**config.mk**
```make
export PLATFORM = sky130hd
export DESIGN_NAME = noun_traverse
export DESIGN_NICKNAME = d
export VERILOG_FILES = /design/src/rtl/noun_traverse_pkg.sv /design/src/rtl/noun_traverse_stack.sv /design/src/rtl/noun_traverse.sv
export SDC_FILE = /design/constraint.sdc
export NUM_CORES = 1
export LEC_CHECK = 0
export ABC_AREA = 0
export CORE_MARGIN = 3
export CORE_UTILIZATION = 30
export DETAILED_ROUTE_END_ITERATION = 16
export GPL_TIMING_DRIVEN = 0
export PLACE_DENSITY = 0.56
export SYNTH_ARGS = -nofsm -noshare
export SYNTH_HDL_FRONTEND = slang
export SYNTH_SLANG_ARGS = --single-unit
export TNS_END_PERCENT = 30
```
**constraint.sdc**
```tcl
create_clock -name clk -period 6.67 [get_ports clk]
set_input_delay 1.0005 -clock clk [delete_from_list [all_inputs] [get_ports clk]]
set_output_delay 1.0005 -clock clk [all_outputs]
set_load 0.005 [all_outputs]
```
**src/rtl/noun_traverse_pkg.sv**
```systemverilog
// Shared definitions for the noun walker: memory func codes, word flag layout
// and traversal state encodings.
package noun_traverse_pkg;

  // Memory unit command codes; the walker only ever reads.
  localparam logic [1:0] FUNC_GET_CONTENTS = 2'd0;
  localparam logic [1:0] FUNC_SET_CONTENTS = 2'd1;
  localparam logic [1:0] FUNC_ALLOC        = 2'd2;
  localparam logic [1:0] FUNC_FREE         = 2'd3;

  // Flag positions counted down from the word MSB.
  localparam int HEAD_FLAG_FROM_MSB = 0;
  localparam int TAIL_FLAG_FROM_MSB = 1;

  localparam logic [2:0] ST_IDLE      = 3'd0;
  localparam logic [2:0] ST_ISSUE     = 3'd1;
  localparam logic [2:0] ST_WAIT_MEM  = 3'd2;
  localparam logic [2:0] ST_DECODE    = 3'd3;
  localparam logic [2:0] ST_EMIT_HEAD = 3'd4;
  localparam logic [2:0] ST_EMIT_TAIL = 3'd5;
  localparam logic [2:0] ST_POP       = 3'd6;
  localparam logic [2:0] ST_FINISH    = 3'd7;

endpackage

```
**src/rtl/noun_traverse_stack.sv**
```systemverilog
// Synchronous LIFO of pending tails; DEPTH must be a power of two.
// The count port exists only when NOUN_TRAVERSE_STATS_EN is defined.
module noun_stack #(
  parameter int DEPTH = 16,
  parameter int W     = 14
) (
  input  logic                     clk,
  input  logic                     rst,
  input  logic                     clr_i,
  input  logic                     push_i,
  input  logic                     pop_i,
  input  logic [W-1:0]             din_i,
  output logic                     full_o,
  output logic                     empty_o,
`ifdef NOUN_TRAVERSE_STATS_EN
  output logic [$clog2(DEPTH):0]   count_o,
`endif
  output logic [W-1:0]             top_o
);

  localparam int PTR_W = $clog2(DEPTH);

  logic [W-1:0]     mem_q [DEPTH];
  logic [PTR_W:0]   sp_q, sp_d;
  logic [PTR_W-1:0] top_idx;

  // With a power-of-two depth the pointer MSB alone marks a full stack.
  assign full_o  = sp_q[PTR_W];
  assign empty_o = (sp_q == '0);
  assign top_idx = sp_q[PTR_W-1:0] - 1'b1;
  assign top_o   = mem_q[top_idx];
`ifdef NOUN_TRAVERSE_STATS_EN
  assign count_o = sp_q;
`endif

  always_comb begin
    sp_d = sp_q;
    if (clr_i)                  sp_d = '0;
    else if (push_i && !full_o) sp_d = sp_q + 1'b1;
    else if (pop_i && !empty_o) sp_d = sp_q - 1'b1;
  end

  always_ff @(posedge clk) begin
    if (rst) sp_q <= '0;
    else     sp_q <= sp_d;
  end

  always_ff @(posedge clk) begin
    if (push_i && !full_o && !clr_i) mem_q[sp_q[PTR_W-1:0]] <= din_i;
  end

endmodule

```
**src/rtl/noun_traverse.sv**
```systemverilog
// Depth-first atom streamer over a Nock noun in cell memory.
// Optional statistics ports are enabled by NOUN_TRAVERSE_STATS_EN.
module noun_traverse
  import noun_traverse_pkg::*;
#(
  parameter int ADDR_W      = 10,
  parameter int FIELD_W     = 13,
  parameter int DATA_W      = 28,
  parameter int STACK_DEPTH = 16
) (
  input  logic                           clk,
  input  logic                           rst,
  input  logic                           start,
  input  logic [ADDR_W-1:0]              root_addr,
  output logic [1:0]                     mem_func,
  output logic                           mem_execute,
  output logic [ADDR_W-1:0]              mem_addr1,
  output logic [ADDR_W-1:0]              mem_addr2,
  input  logic [DATA_W-1:0]              mem_read_data,
  input  logic                           mem_is_ready,
  output logic                           atom_valid,
  input  logic                           atom_ready,
  output logic [FIELD_W-1:0]             atom_data,
  output logic                           atom_is_tail,
  output logic                           busy,
  output logic                           done,
  output logic                           overflow,
`ifdef NOUN_TRAVERSE_STATS_EN
  output logic [ADDR_W:0]                cell_count,
  output logic [ADDR_W:0]                atom_count,
  output logic [$clog2(STACK_DEPTH):0]   max_depth,
`endif
  output logic [2:0]                     dbg_state
);

  localparam int HEAD_FLAG = DATA_W - 1 - HEAD_FLAG_FROM_MSB;
  localparam int TAIL_FLAG = DATA_W - 1 - TAIL_FLAG_FROM_MSB;

  logic [2:0]         state_q, state_d;
  logic [ADDR_W-1:0]  cur_addr_q, cur_addr_d;
  logic [ADDR_W-1:0]  addr_q, addr_d;
  logic [DATA_W-1:0]  word_q, word_d;
  logic [FIELD_W-1:0] emit_q, emit_d;
  logic               overflow_q, overflow_d;
  logic               wait_first_q, wait_first_d;

  logic               start_acc, handshake;
  logic               head_atom, tail_atom;
  logic [FIELD_W-1:0] head_f, tail_f;
  logic               push, pop, stk_full, stk_empty;
  logic [FIELD_W:0]   stk_top;
`ifdef NOUN_TRAVERSE_STATS_EN
  logic [$clog2(STACK_DEPTH):0] stk_count;
`endif

  assign start_acc = (state_q == ST_IDLE) && start;
  assign head_atom = word_q[HEAD_FLAG];
  assign tail_atom = word_q[TAIL_FLAG];
  assign head_f    = word_q[2*FIELD_W-1:FIELD_W];
  assign tail_f    = word_q[FIELD_W-1:0];

  // Atom stream: an atom moves on any cycle with atom_valid & atom_ready;
  // atom_data/atom_is_tail hold steady while valid waits for ready.
  assign atom_valid   = (state_q == ST_EMIT_HEAD) || (state_q == ST_EMIT_TAIL);
  assign atom_is_tail = (state_q == ST_EMIT_TAIL);
  assign atom_data    = emit_q;
  assign handshake    = atom_valid && atom_ready;

  // Execute fires in the same cycle ISSUE sees ready, so the address shown
  // then is cur_addr; afterwards the captured copy keeps the port stable.
  assign mem_func    = FUNC_GET_CONTENTS;
  assign mem_execute = (state_q == ST_ISSUE) && mem_is_ready;
  assign mem_addr1   = (state_q == ST_ISSUE) ? cur_addr_q : addr_q;
  assign mem_addr2   = mem_addr1;

  assign busy      = (state_q != ST_IDLE) && (state_q != ST_FINISH);
  assign done      = (state_q == ST_FINISH);
  assign overflow  = overflow_q;
  assign dbg_state = state_q;

  always_comb begin
    state_d      = state_q;
    cur_addr_d   = cur_addr_q;
    addr_d       = addr_q;
    word_d       = word_q;
    emit_d       = emit_q;
    overflow_d   = overflow_q;
    wait_first_d = wait_first_q;
    push         = 1'b0;
    pop          = 1'b0;
    case (state_q)
      ST_IDLE: if (start) begin
        cur_addr_d = root_addr;
        overflow_d = 1'b0;
        state_d    = ST_ISSUE;
      end
      ST_ISSUE: if (mem_is_ready) begin
        addr_d       = cur_addr_q;
        wait_first_d = 1'b1;
        state_d      = ST_WAIT_MEM;
      end
      ST_WAIT_MEM: begin
        if (wait_first_q) wait_first_d = 1'b0;
        else if (mem_is_ready) begin
          word_d  = mem_read_data;
          state_d = ST_DECODE;
        end
      end
      ST_DECODE: begin
        if (head_atom) begin
          emit_d  = head_f;
          state_d = ST_EMIT_HEAD;
        end else if (stk_full) begin
          overflow_d = 1'b1;
          state_d    = ST_FINISH;
        end else begin
          push       = 1'b1;
          cur_addr_d = head_f[ADDR_W-1:0];
          state_d    = ST_ISSUE;
        end
      end
      ST_EMIT_HEAD: if (handshake) begin
        if (tail_atom) begin
          emit_d  = tail_f;
          state_d = ST_EMIT_TAIL;
        end else begin
          cur_addr_d = tail_f[ADDR_W-1:0];
          state_d    = ST_ISSUE;
        end
      end
      ST_EMIT_TAIL: if (handshake) state_d = ST_POP;
      ST_POP: begin
        if (stk_empty) state_d = ST_FINISH;
        else begin
          pop = 1'b1;
          if (stk_top[FIELD_W]) begin
            emit_d  = stk_top[FIELD_W-1:0];
            state_d = ST_EMIT_TAIL;
          end else begin
            cur_addr_d = stk_top[ADDR_W-1:0];
            state_d    = ST_ISSUE;
          end
        end
      end
      ST_FINISH: state_d = ST_IDLE;
      default:   state_d = ST_IDLE;
    endcase
  end

  always_ff @(posedge clk) begin
    if (rst) begin
      state_q      <= ST_IDLE;
      cur_addr_q   <= '0;
      addr_q       <= '0;
      word_q       <= '0;
      emit_q       <= '0;
      overflow_q   <= 1'b0;
      wait_first_q <= 1'b0;
    end else begin
      state_q      <= state_d;
      cur_addr_q   <= cur_addr_d;
      addr_q       <= addr_d;
      word_q       <= word_d;
      emit_q       <= emit_d;
      overflow_q   <= overflow_d;
      wait_first_q <= wait_first_d;
    end
  end

  noun_stack #(
    .DEPTH (STACK_DEPTH),
    .W     (FIELD_W + 1)
  ) u_stack (
    .clk     (clk),
    .rst     (rst),
    .clr_i   (start_acc),
    .push_i  (push),
    .pop_i   (pop),
    .din_i   ({tail_atom, tail_f}),
    .full_o  (stk_full),
    .empty_o (stk_empty),
`ifdef NOUN_TRAVERSE_STATS_EN
    .count_o (stk_count),
`endif
    .top_o   (stk_top)
  );

`ifdef NOUN_TRAVERSE_STATS_EN
  logic [ADDR_W:0]              cells_q, atoms_q;
  logic [$clog2(STACK_DEPTH):0] depth_q;

  always_ff @(posedge clk) begin
    if (rst || start_acc) begin
      cells_q <= '0;
      atoms_q <= '0;
      depth_q <= '0;
    end else begin
      if ((state_q == ST_DECODE) && !(&cells_q)) cells_q <= cells_q + 1'b1;
      if (handshake && !(&atoms_q))              atoms_q <= atoms_q + 1'b1;
      if (stk_count > depth_q)                   depth_q <= stk_count;
    end
  end

  assign cell_count = cells_q;
  assign atom_count = atoms_q;
  assign max_depth  = depth_q;
`endif

endmodule

```
==> results by group <==
Critical path
  • Worst setup path class: flop to flop
  • Required @ worst endpoint: 7.12 ns
  • CP Launch Point: u_stack.sp_q[0]$_SDFFE_PP0P_
  • CP Max Fanout: 10
  • Crit. End Element: flop
  • Worst R2R Setup Slack: 1.13 ns
  • R2r worst-path depth: 13
  • R2r startpoint: u_stack.sp_q[0]$_SDFFE_PP0P_
  • CP startpoint kind: flop
  • FF-to-FF End: cur_addr_q[1]$_SDFFE_PP0P_
  • Crit path DAT: 6.00 ns

Floorplan
  • # IOs: 87
  • Die width: 207 um
  • Core Box Area: 0.0399 sq mm
  • Starting density of the core: 30.5%
  • Cell Rows: 73
  • Die height: 207 um
  • Die area: 0.0431 sq mm

Synth
  • Synth Area in XOR/XNOR: 0.360%
  • Syn avg cell area: 14.7 sq um
  • Number of flops mapped to enable cells by yosys: 224
  • Synth Warn #: 0
  • Top cells by area, synth: edfxtp_1, dfxtp_1, mux4_2
  • Synth Area in Adders: 0.986%
  • Cells after synthesis: 830
  • Post-synthesis sequential area ratio: 66.9%
  • Area leader, netlist: edfxtp_1
  • Post-Syn Area: 0.0122 sq mm
  • Main combinational cell family by area after synthesis: multiplexers
  • Post-Synth Simple-Gate Area: 8.04%
  • Mux cell area share after synthesis: 13.4%
  • Post-synth top flop: edfxtp_1
  • Asr flop ratio synth: 0%
  • Synth cell types: 50
  • Post-synth top area share: 55.2%
  • Synth Area in Compound Gates: 7.19%
  • Post-synthesis register bit count: 295

Cells and area
  • Most common cell after layout, fill and taps aside: edfxtp_1
  • Nets@finish: 1013
  • Layout cell share with drive strength beyond 1: 18.2%
  • Filler cell count in the final layout: 3725
  • Antenna Cells: 0
  • Final Cell Area: 0.0149 sq mm
  • Most frequent cells in the layout: edfxtp_1, nand2_1, clkdlybuf4s50_1, dfxtp_1, a21oi_1
  • P&R area growth vs syn: 22.5%

Clock tree
  • Clk buf depth: 3
  • Clock transition at path regs: 0.06 ns
  • Root buf cell: clkbuf_16
  • Cts bufs inserted: 31
  • Hold Buf Count CTS: 0
  • Clk Latency, worst-skew pair: 0.56 ns
  • H-tree depth: 1
  • TritonCTS clock tree: built
  • Clk sinks: 295
  • Post-CTS setup buffers: 0
  • PostCTS Resize Cnt: 0

Detailed routing
  • DRC: 0
  • DR pass1 iterations: 4
  • Starting DRC count in detailed routing: 634
  • Via count: 7393
  • DR WL/cell: 20.3 um
  • Mean number of vias per cell: 4.89
  • DRT antenna net count: 0
  • Drt total wl: 30.7 mm

Timing
  • Clk_skew: 0.0323 ns
  • Slew Limit Fails: 0
  • RSZ-0062 raised after global routing: no
  • Tightest Pin Transition: 0.926 ns
  • Min Hold Slack: 0.453 ns
  • Max transition margin: 38.2%
  • Final Setup Violations: 0
  • Setup_tns: 0 ns
  • Final hold violation count: 0
  • Minimum clock period after layout: 5.54 ns
  • Fmax: 180 MHz
  • Final period utilization: 83.1%

GRT
  • All-Layer GR Usage: 14.0%
  • Vias in the first global route: 7394
  • Initial antenna violation count: 0
  • Largest net degree at the start of global routing: 20
  • GRT overflow: 0
  • First-pass GRT wire length: 47.0 mm

Min path
  • Hold worst-path end: addr_q[3]$_SDFFE_PP0P_
  • Worst hold path cell count: 2
  • Hold Path Origin: addr_q[3]$_SDFFE_PP0P_
  • Hold WC Path Type: flop to flop

Placement
  • I/O Buffers: 84
  • DP Area: 0.0139 sq mm
  • HPWL Detailed: 21.1 mm
  • GP Congestion: 0.800

Power
  • Pwr Density: 256 mW/mm^2
  • Max rail drop VDD: 0.160 mV
  • Leak: 5.29 nW

Status
  • Status: finished, final reports clean

Flow run
  • Max cap viols: 0
## Yosys cell counts (all sizes together), types with 13 or more instances
master and number:
buf 24, a21oi 69, mux2i 24, nand2 104
edfxtp 224, nor3 19, inv 17, a221oi 14
o211ai 13, clkbuf 39, mux4 56, nor2 44
dfxtp 71
## per-stage QoR
step           std cells  util (%)  setup slack, ns  power (mW)
6_report            1511      37.4             1.13        3.82
5_1_grt             1511      37.4            0.676        3.94
4_1_cts             1511      37.4             1.04        3.85
3_5_place_dp        1453      34.9             1.06        2.15
3_3_place_gp        1440      34.3             1.08        2.15
2_1_floorplan        831         -             2.83        2.08
## per-layer routing
metal | part of all wire (%) | global-route usage, % | up-vias | routed length, um
met1 | 45 | 19.9 | 3695 | 13900
li1 | - | - | 3412 | -
met5 | 0 | 0 | - | 0
met4 | 1.7 | 2.69 | 0 | 507
met2 | 48 | 23.0 | 251 | 14600
met3 | 5.4 | 2.07 | 35 | 1650
## cell type report
cell class,instances,area [sq um],area share [%]
well taps,525,657,4.40
inverters,17,63.8,0.428
flip-flops and latches,295,8150,54.6
plain buffers,63,309,2.07
clock inverters,19,203,1.36
clock buffers,39,806,5.40
repair buffers,97,1020,6.87
multi-input cells,456,3710,24.9
## flip-flops by register name (all words and copies together), names as in the netlist
signal,flops
addr_q,10
word_q,28
wait_first_q,1
atom_data,13
u_stack.mem_q,224
dbg_state,3
overflow,1
cur_addr_q,10
u_stack.sp_q,5
## power by group
part | internal, mW | switching, mW
logic | 0.0730 | 0.0628
clock network | 1.01 | 0.702
registers | 1.96 | 0.0102
total | 3.04 | 0.775
## worst max-delay path by stage
stage / endpoint / slack [ns]
finish: cur_addr_q[1]$_SDFFE_PP0P_ / 1.13
global route: cur_addr_q[1]$_SDFFE_PP0P_ / 0.68
CTS: cur_addr_q[1]$_SDFFE_PP0P_ / 1.04
detailed placement: cur_addr_q[1]$_SDFFE_PP0P_ / 1.06
global placement: cur_addr_q[1]$_SDFFE_PP0P_ / 1.08
floorplan: cur_addr_q[1]$_SDFFE_PP0P_ / 2.83
## critical path: stages, from the launching register on
cell and delay [ns]:
dfxtp_1 0.42, buf_6 0.20, buf_2 0.36, clkbuf_1 0.67, inv_1 0.33, ha_1 0.45, buf_2 0.31, buf_2 0.35
clkbuf_1 0.58, clkbuf_1 0.73, nor3_1 0.11, o31ai_1 0.52, nor3_1 0.13, a221oi_2 0.25
## kinds of logic (layout without fill, tap and decap cells)
family	after synthesis	in the layout
buffers and inverters	80	235
and+or+nand+nor	218	218
muxes	92	92
other	1	2
xor gates and xnor gates	5	5
AOI/OAI and AO/OA	130	130
DFF	295	295
adders and majority gates	9	9
(Power assumes the default switching activity.)
